**src/rtl/systolic_output_collector.sv**
```systemverilog
// Drain-side collector for the systolic array: de-skews the per-column out_sum
// stream into whole rows, buffers them in a small FIFO and hands them out over valid/ready.
module systolic_output_collector #(
  parameter int MATRIX_SIZE = 2,
  parameter int DATA_SIZE   = 32,
  parameter int FIFO_DEPTH  = 4
) (
  input  logic                 clk,
  input  logic                 reset,
  input  logic [DATA_SIZE-1:0] out_sum [MATRIX_SIZE-1:0],
  input  logic                 in_valid,
  output logic [DATA_SIZE-1:0] res_data [MATRIX_SIZE-1:0],
  output logic                 res_valid,
  output logic                 res_last,
  input  logic                 res_ready,
  output logic                 overflow
);

  localparam int N  = MATRIX_SIZE;
  localparam int PW = $clog2(FIFO_DEPTH);
  localparam int CW = (N > 1) ? $clog2(N) : 1;

  typedef logic [N-1:0][DATA_SIZE-1:0] row_t;

  logic w_al_valid;
  row_t w_al_row;

  // in_valid marks column 0; delaying it N-1 cycles lines it up with the last column.
  generate
    if (N == 1) begin : g_vskew_none
      assign w_al_valid = in_valid;
    end else begin : g_vskew
      logic r_vskew [N-1];
      always_ff @(posedge clk) begin
        if (reset) begin
          for (int k = 0; k < N - 1; k++) r_vskew[k] <= 1'b0;
        end else begin
          r_vskew[0] <= in_valid;
          for (int k = 1; k < N - 1; k++) r_vskew[k] <= r_vskew[k-1];
        end
      end
      assign w_al_valid = r_vskew[N-2];
    end
  endgenerate

  generate
    for (genvar j = 0; j < N; j++) begin : g_col
      localparam int DLY = N - 1 - j;
      if (DLY == 0) begin : g_wire
        assign w_al_row[j] = out_sum[j];
      end else begin : g_dly
        logic [DATA_SIZE-1:0] r_dly [DLY];
        // NOTE: data-only pipelines carry no reset; the valid path alone decides what gets stored.
        always_ff @(posedge clk) begin
          r_dly[0] <= out_sum[j];
          for (int k = 1; k < DLY; k++) r_dly[k] <= r_dly[k-1];
        end
        assign w_al_row[j] = r_dly[DLY-1];
      end
    end
  endgenerate

  logic [CW-1:0] r_row_cnt;
  logic          w_row_last;

  assign w_row_last = (r_row_cnt == CW'(N - 1));

  // The counter tracks the row index of every aligned row, dropped ones included.
  always_ff @(posedge clk) begin
    if (reset) begin
      r_row_cnt <= '0;
    end else if (w_al_valid) begin
      r_row_cnt <= w_row_last ? '0 : r_row_cnt + CW'(1);
    end
  end

  row_t              r_mem      [FIFO_DEPTH];
  logic [FIFO_DEPTH-1:0] r_mem_last;
  logic [PW-1:0]     r_wr_ptr;
  logic [PW-1:0]     r_rd_ptr;
  logic [PW:0]       r_count;
  logic              r_overflow;

  logic w_full;
  logic w_empty;
  logic w_pop;
  logic w_push;
  logic w_drop;

  assign w_full  = (r_count == (PW+1)'(FIFO_DEPTH));
  assign w_empty = (r_count == '0);
  assign w_pop   = !w_empty && res_ready;
  assign w_push  = w_al_valid && (!w_full || w_pop);
  assign w_drop  = w_al_valid && w_full && !w_pop;

  always_ff @(posedge clk) begin
    if (reset) begin
      r_wr_ptr   <= '0;
      r_rd_ptr   <= '0;
      r_count    <= '0;
      r_overflow <= 1'b0;
    end else begin
      if (w_push) r_wr_ptr <= r_wr_ptr + PW'(1);
      if (w_pop)  r_rd_ptr <= r_rd_ptr + PW'(1);
      case ({w_push, w_pop})
        2'b10:   r_count <= r_count + (PW+1)'(1);
        2'b01:   r_count <= r_count - (PW+1)'(1);
        default: r_count <= r_count;
      endcase
      if (w_drop) r_overflow <= 1'b1;
    end
  end

  always_ff @(posedge clk) begin
    if (w_push) begin
      r_mem[r_wr_ptr]      <= w_al_row;
      r_mem_last[r_wr_ptr] <= w_row_last;
    end
  end

  // Stale storage is masked while empty so the consumer sees clean zeros.
  always_comb begin
    for (int j = 0; j < N; j++) begin
      res_data[j] = w_empty ? '0 : r_mem[r_rd_ptr][j];
    end
  end

  assign res_valid = !w_empty;
  assign res_last  = !w_empty && r_mem_last[r_rd_ptr];
  assign overflow  = r_overflow;

endmodule

```
**config.mk**
```make
export PLATFORM = sky130hd
export DESIGN_NAME = systolic_output_collector
export DESIGN_NICKNAME = d
export VERILOG_FILES = /design/src/rtl/systolic_output_collector.sv
export SDC_FILE = /design/constraint.sdc
export NUM_CORES = 1
export LEC_CHECK = 0
export ABC_CLOCK_PERIOD_IN_PS = 8400
export CAP_MARGIN = 25
export CORE_ASPECT_RATIO = 1.75
export CORE_MARGIN = 8
export CORE_UTILIZATION = 35
export CTS_CLUSTER_SIZE = 25
export DETAILED_ROUTE_END_ITERATION = 6
export GPL_ROUTABILITY_DRIVEN = 0
export MAX_ROUTING_LAYER = met4
export SYNTH_ARGS = -nofsm -noshare
export SYNTH_HDL_FRONTEND = slang
export SYNTH_SLANG_ARGS = --single-unit
```
**constraint.sdc**
```tcl
create_clock -name clk -period 8.4 [get_ports clk]
set_input_delay 1.68 -clock clk [delete_from_list [all_inputs] [get_ports clk]]
set_output_delay 1.68 -clock clk [all_outputs]
set_load 0.02 [all_outputs]
```
==> results_dict.tcl, run 1 <==
set metrics [dict create \
    finalSetupViolCount 0 \
    max_slew_margin_pct 35.2 \
    slew_viol_final 0 \
    path_buf_inv 2 \
    fmax_ghz 0.201 \
    grt_max_degree 69 \
    synth_area_um2 11200 \
    hp-class "flip-flop to flip-flop" \
    synth-simple-area-share_pct 4.89 \
    routedWlPerCell_um 20.4 \
    cp_top_family "buffers and inverters" \
    pwr_density_cell_nw_per_um2 242 \
    die_h_um 253 \
    num-nets-final 731 \
    cts_inserted_buffers 26 \
    synth_flop_cell "edfxtp_1" \
    synth.avg_cell_area_um2 21.6 \
    arrival_ps 3300 \
    drt-initial-drc-count 272 \
    vias_per_cell 4.81 \
    syn_to_final_growth_pct 24.0 \
    post_cts_buffers 0 \
    grt_overflow 0 \
    syn_nets 591 \
    yosys_warnings 0 \
    outcome "complete, no violations" \
    die_w_um 151 \
    ys_top_cells_by_area "edfxtp_1, mux4_2, dfxtp_1" \
    rows 86 \
    cp_slowest_cell "dfxtp_4" \
    fin_hold_ws_ps 478 \
    hold_violations 0 \
    clk_latency_ps 530 \
    worst-path-max-fanout 33 \
    fin_skew_ps 16.4 \
    io_buffers 134 \
    place_hpwl_um 13500 \
    synth-edff-count 260 \
    synth_top_area_cell "edfxtp_1" \
    tns_ps 0 \
    seq_area_um2 8700 \
    synth.most_common_cell "edfxtp_1" \
    cts.path.max_buffers 3 \
    rsz0062_at_grt "false" \
    grt.total_usage_pct 11.9 \
    postLayoutCoreUtil_pct 44.1 \
    cts_tree "yes" \
    ctsHtreeMaxLevel 1 \
    yosysTopAreaCellShare_pct 69.6 \
    ios 135 \
    fp.coreArea_um2 31500 \
    fin_crit_sh_pct 59.3 \
    ys_types 38 \
    fin_crit_ps 4980 \
    dr_total_vias 5168 \
    ys_top_cells_by_count "edfxtp_1, and2_1, mux4_2, dfxtp_1" \
    die_area_um2 38300 \
    criticalPathCategory "flip-flop to primary output" \
    drc 0 \
    p_leak_uw 0.00443 \
    synthArstFlopShare_pct 0 \
    cp-end-kind "primary output" \
    root_buffer "clkbuf_16" \
    initial_core_util_pct 35.6 \
    max-cap-violations 0 \
    worst_ir_drop_vdd_v 0.000142 \
    tightestPinTransition_ps 972 \
    ys_seq_area_share_pct 77.5 \
    slowest_delay_ps 790 \
    cts_hold_buf 0 \
    antenna_found_initial 1 \
    path_clk_slew_ps 70 \
    grt_pass1_vias 5900 \
    crit_required_ps 6720 \
    postCtsResizedCells 0 \
    cp_cell_sequence "buf_4 > mux4_2 > and2_1 > clkdlybuf4s50_1" \
    start_kind "flip-flop" \
    synth_top_family_by_area "multiplexers" \
    synth_xor_area_share_pct 0.312 \
    synthCells 518 \
    drt_first_pass_iters 4 \
    fillers 2699 \
    clock-sinks 304 \
    routed_wl_um 21900 \
    muxShareOfSynthArea_pct 13.6 \
    drtAntennaViolNets 0 \
    synth-seq-cells 304 \
    grt_pass1_wl_um 33600 \
    synth_adder_area_share_pct 0.625 \
    drive_above_1_share_pct 17.4 \
    synth_compound_area_share_pct 0.814 \
    multi_input_area_um2 2270 \
]
where the power goes:
part | switching (uW) | total, uW | leakage (uW) | internal [uW]
clock network | 521 | 1320 | 0.000464 | 799
registers | 33.1 | 1710 | 0.00273 | 1680
logic | 156 | 334 | 0.00123 | 178
area by class of cell:
| class | count | share of cell area, % |
|---|---|---|
| inverters | 6 | 0.162 |
| clock inverters | 15 | 1.66 |
| well taps | 396 | 3.56 |
| repair buffers | 139 | 10.5 |
| diodes | 1 | 0.0180 |
| flip-flops and latches | 304 | 62.5 |
| multi-input cells | 181 | 16.4 |
| clock buffers | 33 | 5.24 |
metal layers:
metal | wire length [um] | vias up | track usage [%] | share of wire, %
li1 | - | 2338 | - | -
met1 | 7930 | 2684 | 12.3 | 36
met4 | 599 | 0 | 4.54 | 2.7
met2 | 12500 | 109 | 22.1 | 57
met5 | 0 | - | - | 0
met3 | 831 | 37 | 1.56 | 3.8
cell families (layout without fill, tap and decap cells):
| family | count (synthesis) | count (layout) |
|---|---|---|
| flip-flops | 304 | 304 |
| AND/OR/NAND/NOR | 90 | 90 |
| multiplexers | 69 | 69 |
| buffers and inverters | 33 | 193 |
| AO/OA/AOI/OAI | 13 | 13 |
| adder cells (fa/ha/maj) | 5 | 5 |
| XOR/XNOR | 4 | 4 |
| other | 0 | 1 |
per-stage QoR:
stage               worst slack, ps  total power (uW)  area (um^2)  instances
finish                         3420              3370        13900       1075
global route                   3110              3480        13900       1075
CTS                            3230              3420        13900       1073
detailed placement             3810              2090        12900       1025
global placement               3800              2080        12800       1022
floorplan                      4310              1940        11200        518
layout by cell type (no fill, tap or decap), types with 4 or more instances in the layout:
cell / n
mux4_1: 4
bufinv_16: 6
mux4_2: 61
inv_1: 6
clkdlybuf4s50_1: 134
nor2_1: 8
dfxtp_1: 42
buf_16: 4
clkinv_2: 5
ha_1: 4
and2_1: 65
edfxtp_1: 260
and2_4: 4
clkbuf_16: 27
registers in the layout, summed over array words and instances, names as in the netlist, named ones only:
name,cells
r_mem,256
g_vskew.r_vskew,1
overflow,1
r_wr_ptr,2
r_mem_last,4
r_rd_ptr,2
g_col.g_dly.r_dly,32
r_count,3
r_row_cnt,1
worst paths after layout:
kind | from | end | slack (ps) | cells after the start
worst max register to register | r_count[2]$_SDFFE_PP0P_ | r_count[2]$_SDFFE_PP0P_ | 5650 | 6
worst min-delay path | g_col[0].g_dly.r_dly[0][24]$_DFF_P_ | r_mem[3][24]$_DFFE_PP_ | 480 | 0
worst min register to register | g_col[0].g_dly.r_dly[0][24]$_DFF_P_ | r_mem[3][24]$_DFFE_PP_ | 480 | 0
worst max-delay path | flip-flop | res_data[4] | 3420 | 4
Note: power is estimated with default switching activity, not from simulation.
==> run 2, diff against run 1 <==
--- a/config.mk
+++ b/config.mk
@@ -5,7 +5,7 @@
 export SDC_FILE = /design/constraint.sdc
 export NUM_CORES = 1
 export LEC_CHECK = 0
-export ABC_CLOCK_PERIOD_IN_PS = 8400
+export ABC_CLOCK_PERIOD_IN_PS = 4050
 export CAP_MARGIN = 25
 export CORE_ASPECT_RATIO = 1.75
 export CORE_MARGIN = 8
==> constraint.sdc (replaced) <==
create_clock -name clk -period 4.05 [get_ports clk]
set_input_delay 0.81 -clock clk [delete_from_list [all_inputs] [get_ports clk]]
set_output_delay 0.81 -clock clk [all_outputs]
set_load 0.02 [all_outputs]
==> run 2 against run 1 <==
  * Design area barely moved
  * Sequential power rose by 110%
  * Worst setup slack got worse by 3000 ps
  * Global-route usage rose by 0.55 points
  * Clock power rose by 98%
  * Count of clock-buffer cells in the layout fell by 4
  * Combinational power rose by 120%
  * Critical path type unchanged
  * Worst hold slack improved by 2.6 ps
  * Routed wire length rose by 5.7%
  * Largest power group unchanged
  * Critical path depth did not move
  * Cell count rose by 0.56%
  * First-iteration DRC count did not move
==> results_dict.tcl, run 2 (same netlist as run 1, synthesis figures left out) <==
set metrics [dict create \
    whs_path_depth 0 \
    finish.instance_area_um2 13900 \
    antenna_found_initial 0 \
    max_slew_margin_pct 59.2 \
    drc 0 \
    finalSetupViolCount 0 \
    cp-end-kind "primary output" \
    cts.path.max_buffers 3 \
    ctsHtreeMaxLevel 1 \
    hp-class "flip-flop to flip-flop" \
    grt_max_degree 69 \
    routed_wl_um 23200 \
    rsz0062_at_grt "false" \
    grt_overflow 0 \
    fin_crit_sh_pct 88.9 \
    die_area_um2 38300 \
    drive_above_1_share_pct 18.1 \
    cts_tree "yes" \
    cts_hold_buf 0 \
    fin_skew_ps 8.63 \
    clk_latency_ps 530 \
    placement.cell_area_um2 13000 \
    final_common_cell "edfxtp_1" \
    place_hpwl_um 15400 \
    drt-initial-drc-count 272 \
    tightestPinTransition_ps 613 \
    antennaDiodeCount 0 \
    slew_viol_final 0 \
    p_leak_uw 0.00444 \
    grtUsageMet3_pct 1.75 \
    syn_to_final_growth_pct 24.0 \
    mostFrequentLayoutCells "edfxtp_1, clkdlybuf4s50_1, and2_1" \
    initial_core_util_pct 35.6 \
    start_kind "flip-flop" \
    largest_register "r_mem" \
    busiest_layer "met2" \
    routedWlPerCell_um 21.4 \
    ios 135 \
    die_w_um 151 \
    arrival_ps 2790 \
    post_cts_buffers 0 \
    fp.coreArea_um2 31500 \
    hold_violations 0 \
    vias_per_cell 4.82 \
    drtAntennaViolNets 0 \
    grt_pass1_vias 5951 \
    rows 86 \
    reg2regPathDepth 6 \
    io_buffers 134 \
    outcome "complete, no violations" \
    crit_required_ps 3240 \
    max-cap-violations 0 \
    fin_crit_ps 3600 \
    clock-sinks 304 \
    fillers 2643 \
    postLayoutCoreUtil_pct 44.1 \
    use_met1_pct 12.9 \
    dr_total_vias 5211 \
    criticalPathCategory "flip-flop to primary output" \
    grt_pass1_wl_um 34900 \
    largestRegisters "r_mem: 256 flops, g_col.g_dly.r_dly: 32 flops, r_mem_last: 4 flops" \
    postCtsResizedCells 0 \
    path_clk_slew_ps 70 \
    grt.met2_usage_pct 23.0 \
    stdcell_count 1081 \
    tns_ps 0 \
    place_inst 1033 \
    drt_first_pass_iters 4 \
    cts_inserted_buffers 26 \
    largest_register_ffs 256 \
    pwr_density_cell_nw_per_um2 494 \
    num-nets-final 738 \
    grt.total_usage_pct 12.4 \
    worst-path-max-fanout 20 \
    root_buffer "clkbuf_16" \
    die_h_um 253 \
    worst_ir_drop_vdd_v 0.000299 \
    fmax_ghz 0.278 \
]
==> run 2: cell types whose count changed in the layout (fill, tap and decap cells not counted), moves of 2 or more <==
| cell | before | now |
|---|---|---|
| buf_12 | 0 | 6 |
| buf_16 | 4 | 0 |
| buf_4 | 1 | 6 |
| bufinv_16 | 6 | 4 |
| clkbuf_8 | 3 | 0 |
| clkinv_1 | 1 | 3 |
| clkinv_2 | 5 | 3 |
| clkinv_4 | 0 | 4 |
==> run 2: final timing paths <==
check	startpoint	endpoint	slack (ps)
setup / recovery	flip-flop	res_data[32]	450
hold / removal	g_col[0].g_dly.r_dly[0][18]$_DFF_P_	r_mem[1][18]$_DFFE_PP_	480
setup reg to reg	r_count[2]$_SDFFE_PP0P_	r_count[1]$_SDFFE_PP0P_	1460
hold reg to reg	g_col[0].g_dly.r_dly[0][18]$_DFF_P_	r_mem[1][18]$_DFFE_PP_	480
==> run 2: cell type report <==
type	count	area (um^2)	area share (%)
Clock buffer	29	683	4.91
Inverter	6	22.5	0.162
Multi-Input combinational cell	181	2270	16.4
Clock inverter	19	233	1.67
Tap cell	396	495	3.56
Timing Repair Buffer	146	1510	10.8
Sequential cell	304	8700	62.5
==> run 2: report_power, final <==
part,switching [uW],internal (uW)
Sequential,60.3,3480
Combinational,345,377
Clock,1110,1500
Total,1520,5360
==> run 2: worst max-delay path: stages (launching register included) <==
cell and delay, ps:
dfxtp_4 610, buf_4 340, mux4_2 560, and2_1 180, clkdlybuf4s50_1 550
==> run 2: per-layer routing <==
| layer | wire length [um] | vias up |
|---|---|---|
| met2 | 13200 | 123 |
| met3 | 913 | 27 |
| met4 | 573 | 0 |
| met5 | 0 | - |
| li1 | - | 2341 |
| met1 | 8490 | 2720 |
==> run 2: metrics by stage <==
stage	hold WS (ps)	power [uW]	worst slack [ps]
5_1_grt	501	7110	291
6_report	481	6870	448
3_5_place_dp	461	4360	708
4_1_cts	473	6970	348
3_3_place_gp	454	4340	786
2_1_floorplan	438	4030	834
==> run 3, diff against run 2 <==
==> constraint.sdc (replaced) <==
create_clock -name clk -period 4.05 [get_ports clk]
set_input_delay 0.81 -clock clk [delete_from_list [all_inputs] [get_ports clk]]
set_output_delay 0.81 -clock clk [all_outputs]
set_load 0.01 [all_outputs]
==> run 3 against run 2 <==
  * Maximum frequency is 4.8% higher
  * Register-to-register slack worse by 20 ps
  * Utilization is 0.51 points lower
  * Design area is 1.2% lower
  * Count of clock-buffer cells in the layout is 3 higher
  * First-iteration DRC count is 4.8% higher
  * Global-route usage is 0.21 points higher
  * Total power is 6.1% lower
  * Die area stayed put
  * Non-clock buffer count is 1 higher
  * Critical path type unchanged
  * Critical endpoint is now res_data[3]
==> results_dict.tcl, run 3 (same netlist as run 1, synthesis figures left out) <==
set metrics [dict create \
    outcome "complete, no violations" \
    largest_register "r_mem" \
    cp_cell_sequence "buf_4 > mux4_2 > and2_1 > clkdlybuf4s50_1" \
    drtAntennaViolNets 0 \
    cp-end-kind "primary output" \
    worst-path-max-fanout 13 \
    intPower_uw 5080 \
    antenna_found_initial 1 \
    seq_power_share_pct 54.8 \
    slew_viol_final 0 \
    rsz0062_at_grt "false" \
    io_buffers 134 \
    max_slew_margin_pct 57.3 \
    final_common_cell "edfxtp_1" \
    fin_skew_ps 10.7 \
    power_frac_clock_pct 34.8 \
    finish.instance_area_um2 13700 \
    syn_to_final_growth_pct 22.6 \
    arrival_ps 2630 \
    mostFrequentLayoutCells "edfxtp_1, clkdlybuf4s50_1, and2_1" \
    cp_slowest_cell "mux4_2" \
    place_hpwl_um 15600 \
    cp_top_family "buffers and inverters" \
    finalSetupViolCount 0 \
    worst_ir_drop_vdd_v 0.000242 \
    tightestPinTransition_ps 641 \
    routed_wl_um 23300 \
    die_area_um2 38300 \
    drive_above_1_share_pct 16.9 \
    vias_per_cell 4.83 \
    pwr_density_cell_nw_per_um2 469 \
    fin_crit_sh_pct 84.9 \
    largestRegisters "r_mem: 256 flops, g_col.g_dly.r_dly: 32 flops, r_mem_last: 4 flops" \
    die_w_um 151 \
    cts_tree "yes" \
    initial_core_util_pct 35.6 \
    rows 86 \
    grt_overflow 0 \
    routedWlPerCell_um 21.6 \
    max-cap-violations 0 \
    cts_hold_buf 0 \
    drt_first_pass_iters 4 \
    drt-initial-drc-count 285 \
    tns_ps 0 \
    hold_violations 0 \
    crit_required_ps 3240 \
    fmax_ghz 0.291 \
    ctsHtreeMaxLevel 1 \
    cts.path.max_buffers 3 \
    grt.total_usage_pct 12.6 \
    fp.coreArea_um2 31500 \
    postCtsResizedCells 0 \
    grt_pass1_wl_um 35100 \
    path_clk_slew_ps 70 \
    root_buffer "clkbuf_16" \
    clk_latency_ps 530 \
    slowest_delay_ps 530 \
    grt_max_degree 69 \
    swShare_pct 21.3 \
    post_cts_buffers 0 \
    dr_total_vias 5215 \
    p_leak_uw 0.00437 \
    hp-class "flip-flop to flip-flop" \
    start_kind "flip-flop" \
    fin_crit_ps 3440 \
    num-nets-final 738 \
    die_h_um 253 \
    drc 0 \
    criticalPathCategory "flip-flop to primary output" \
    clock-sinks 304 \
    largest_register_ffs 256 \
    cts_inserted_buffers 25 \
    path_buf_inv 2 \
    placement.cell_area_um2 13000 \
    grt_pass1_vias 5840 \
    ios 135 \
    pwr-share-comb_pct 10.3 \
    power.switching_uw 1380 \
]
## run 3: layout make-up
class / count / area, um^2
clock inverters: 12 / 82.6
well taps: 396 / 495
diodes: 1 / 2.50
multi-input cells: 181 / 2270
repair buffers: 147 / 1510
inverters: 6 / 22.5
clock buffers: 32 / 662
fillers: 2680 / 17800
flip-flops and latches: 304 / 8700
## run 3: layer usage
metal / GRT usage [%] / vias up / part of all wire (%)
met2: 22.5 / 135 / 56
met3: 1.56 / 44 / 4.1
met4: 6.11 / 0 / 4.0
met5: - / - / 0
met1: 13.5 / 2692 / 36
li1: - / 2344 / -
## run 3: stage by stage
step	worst slack (ps)	util (%)	std cells	hold WS, ps	total power, uW
finish	613	43.6	1079	474	6450
global route	477	43.6	1079	507	6670
CTS	542	43.6	1078	475	6540
detailed placement	707	41.2	1034	464	4300
global placement	845	41.2	1034	453	4280
floorplan	834	-	518	438	3960
## run 3: path summary, 6_finish.rpt
check / from / endpoint / slack, ps / cells after the start
setup / recovery: flip-flop / res_data[3] / 610 / 4
hold / removal: g_col[0].g_dly.r_dly[0][20]$_DFF_P_ / r_mem[0][20]$_DFFE_PP_ / 470 / 0
setup reg to reg: r_count[2]$_SDFFE_PP0P_ / r_count[2]$_SDFFE_PP0P_ / 1440 / 6
hold reg to reg: g_col[0].g_dly.r_dly[0][20]$_DFF_P_ / r_mem[0][20]$_DFFE_PP_ / 470 / 0
## run 3: power by group through the flow
stage	clock network [uW]	logic [uW]	registers [uW]
floorplan	0	388	3580
detailed placement	0	687	3610
finish	2250	667	3540
CTS	2310	691	3540
global route	2410	721	3550
global placement	0	678	3600
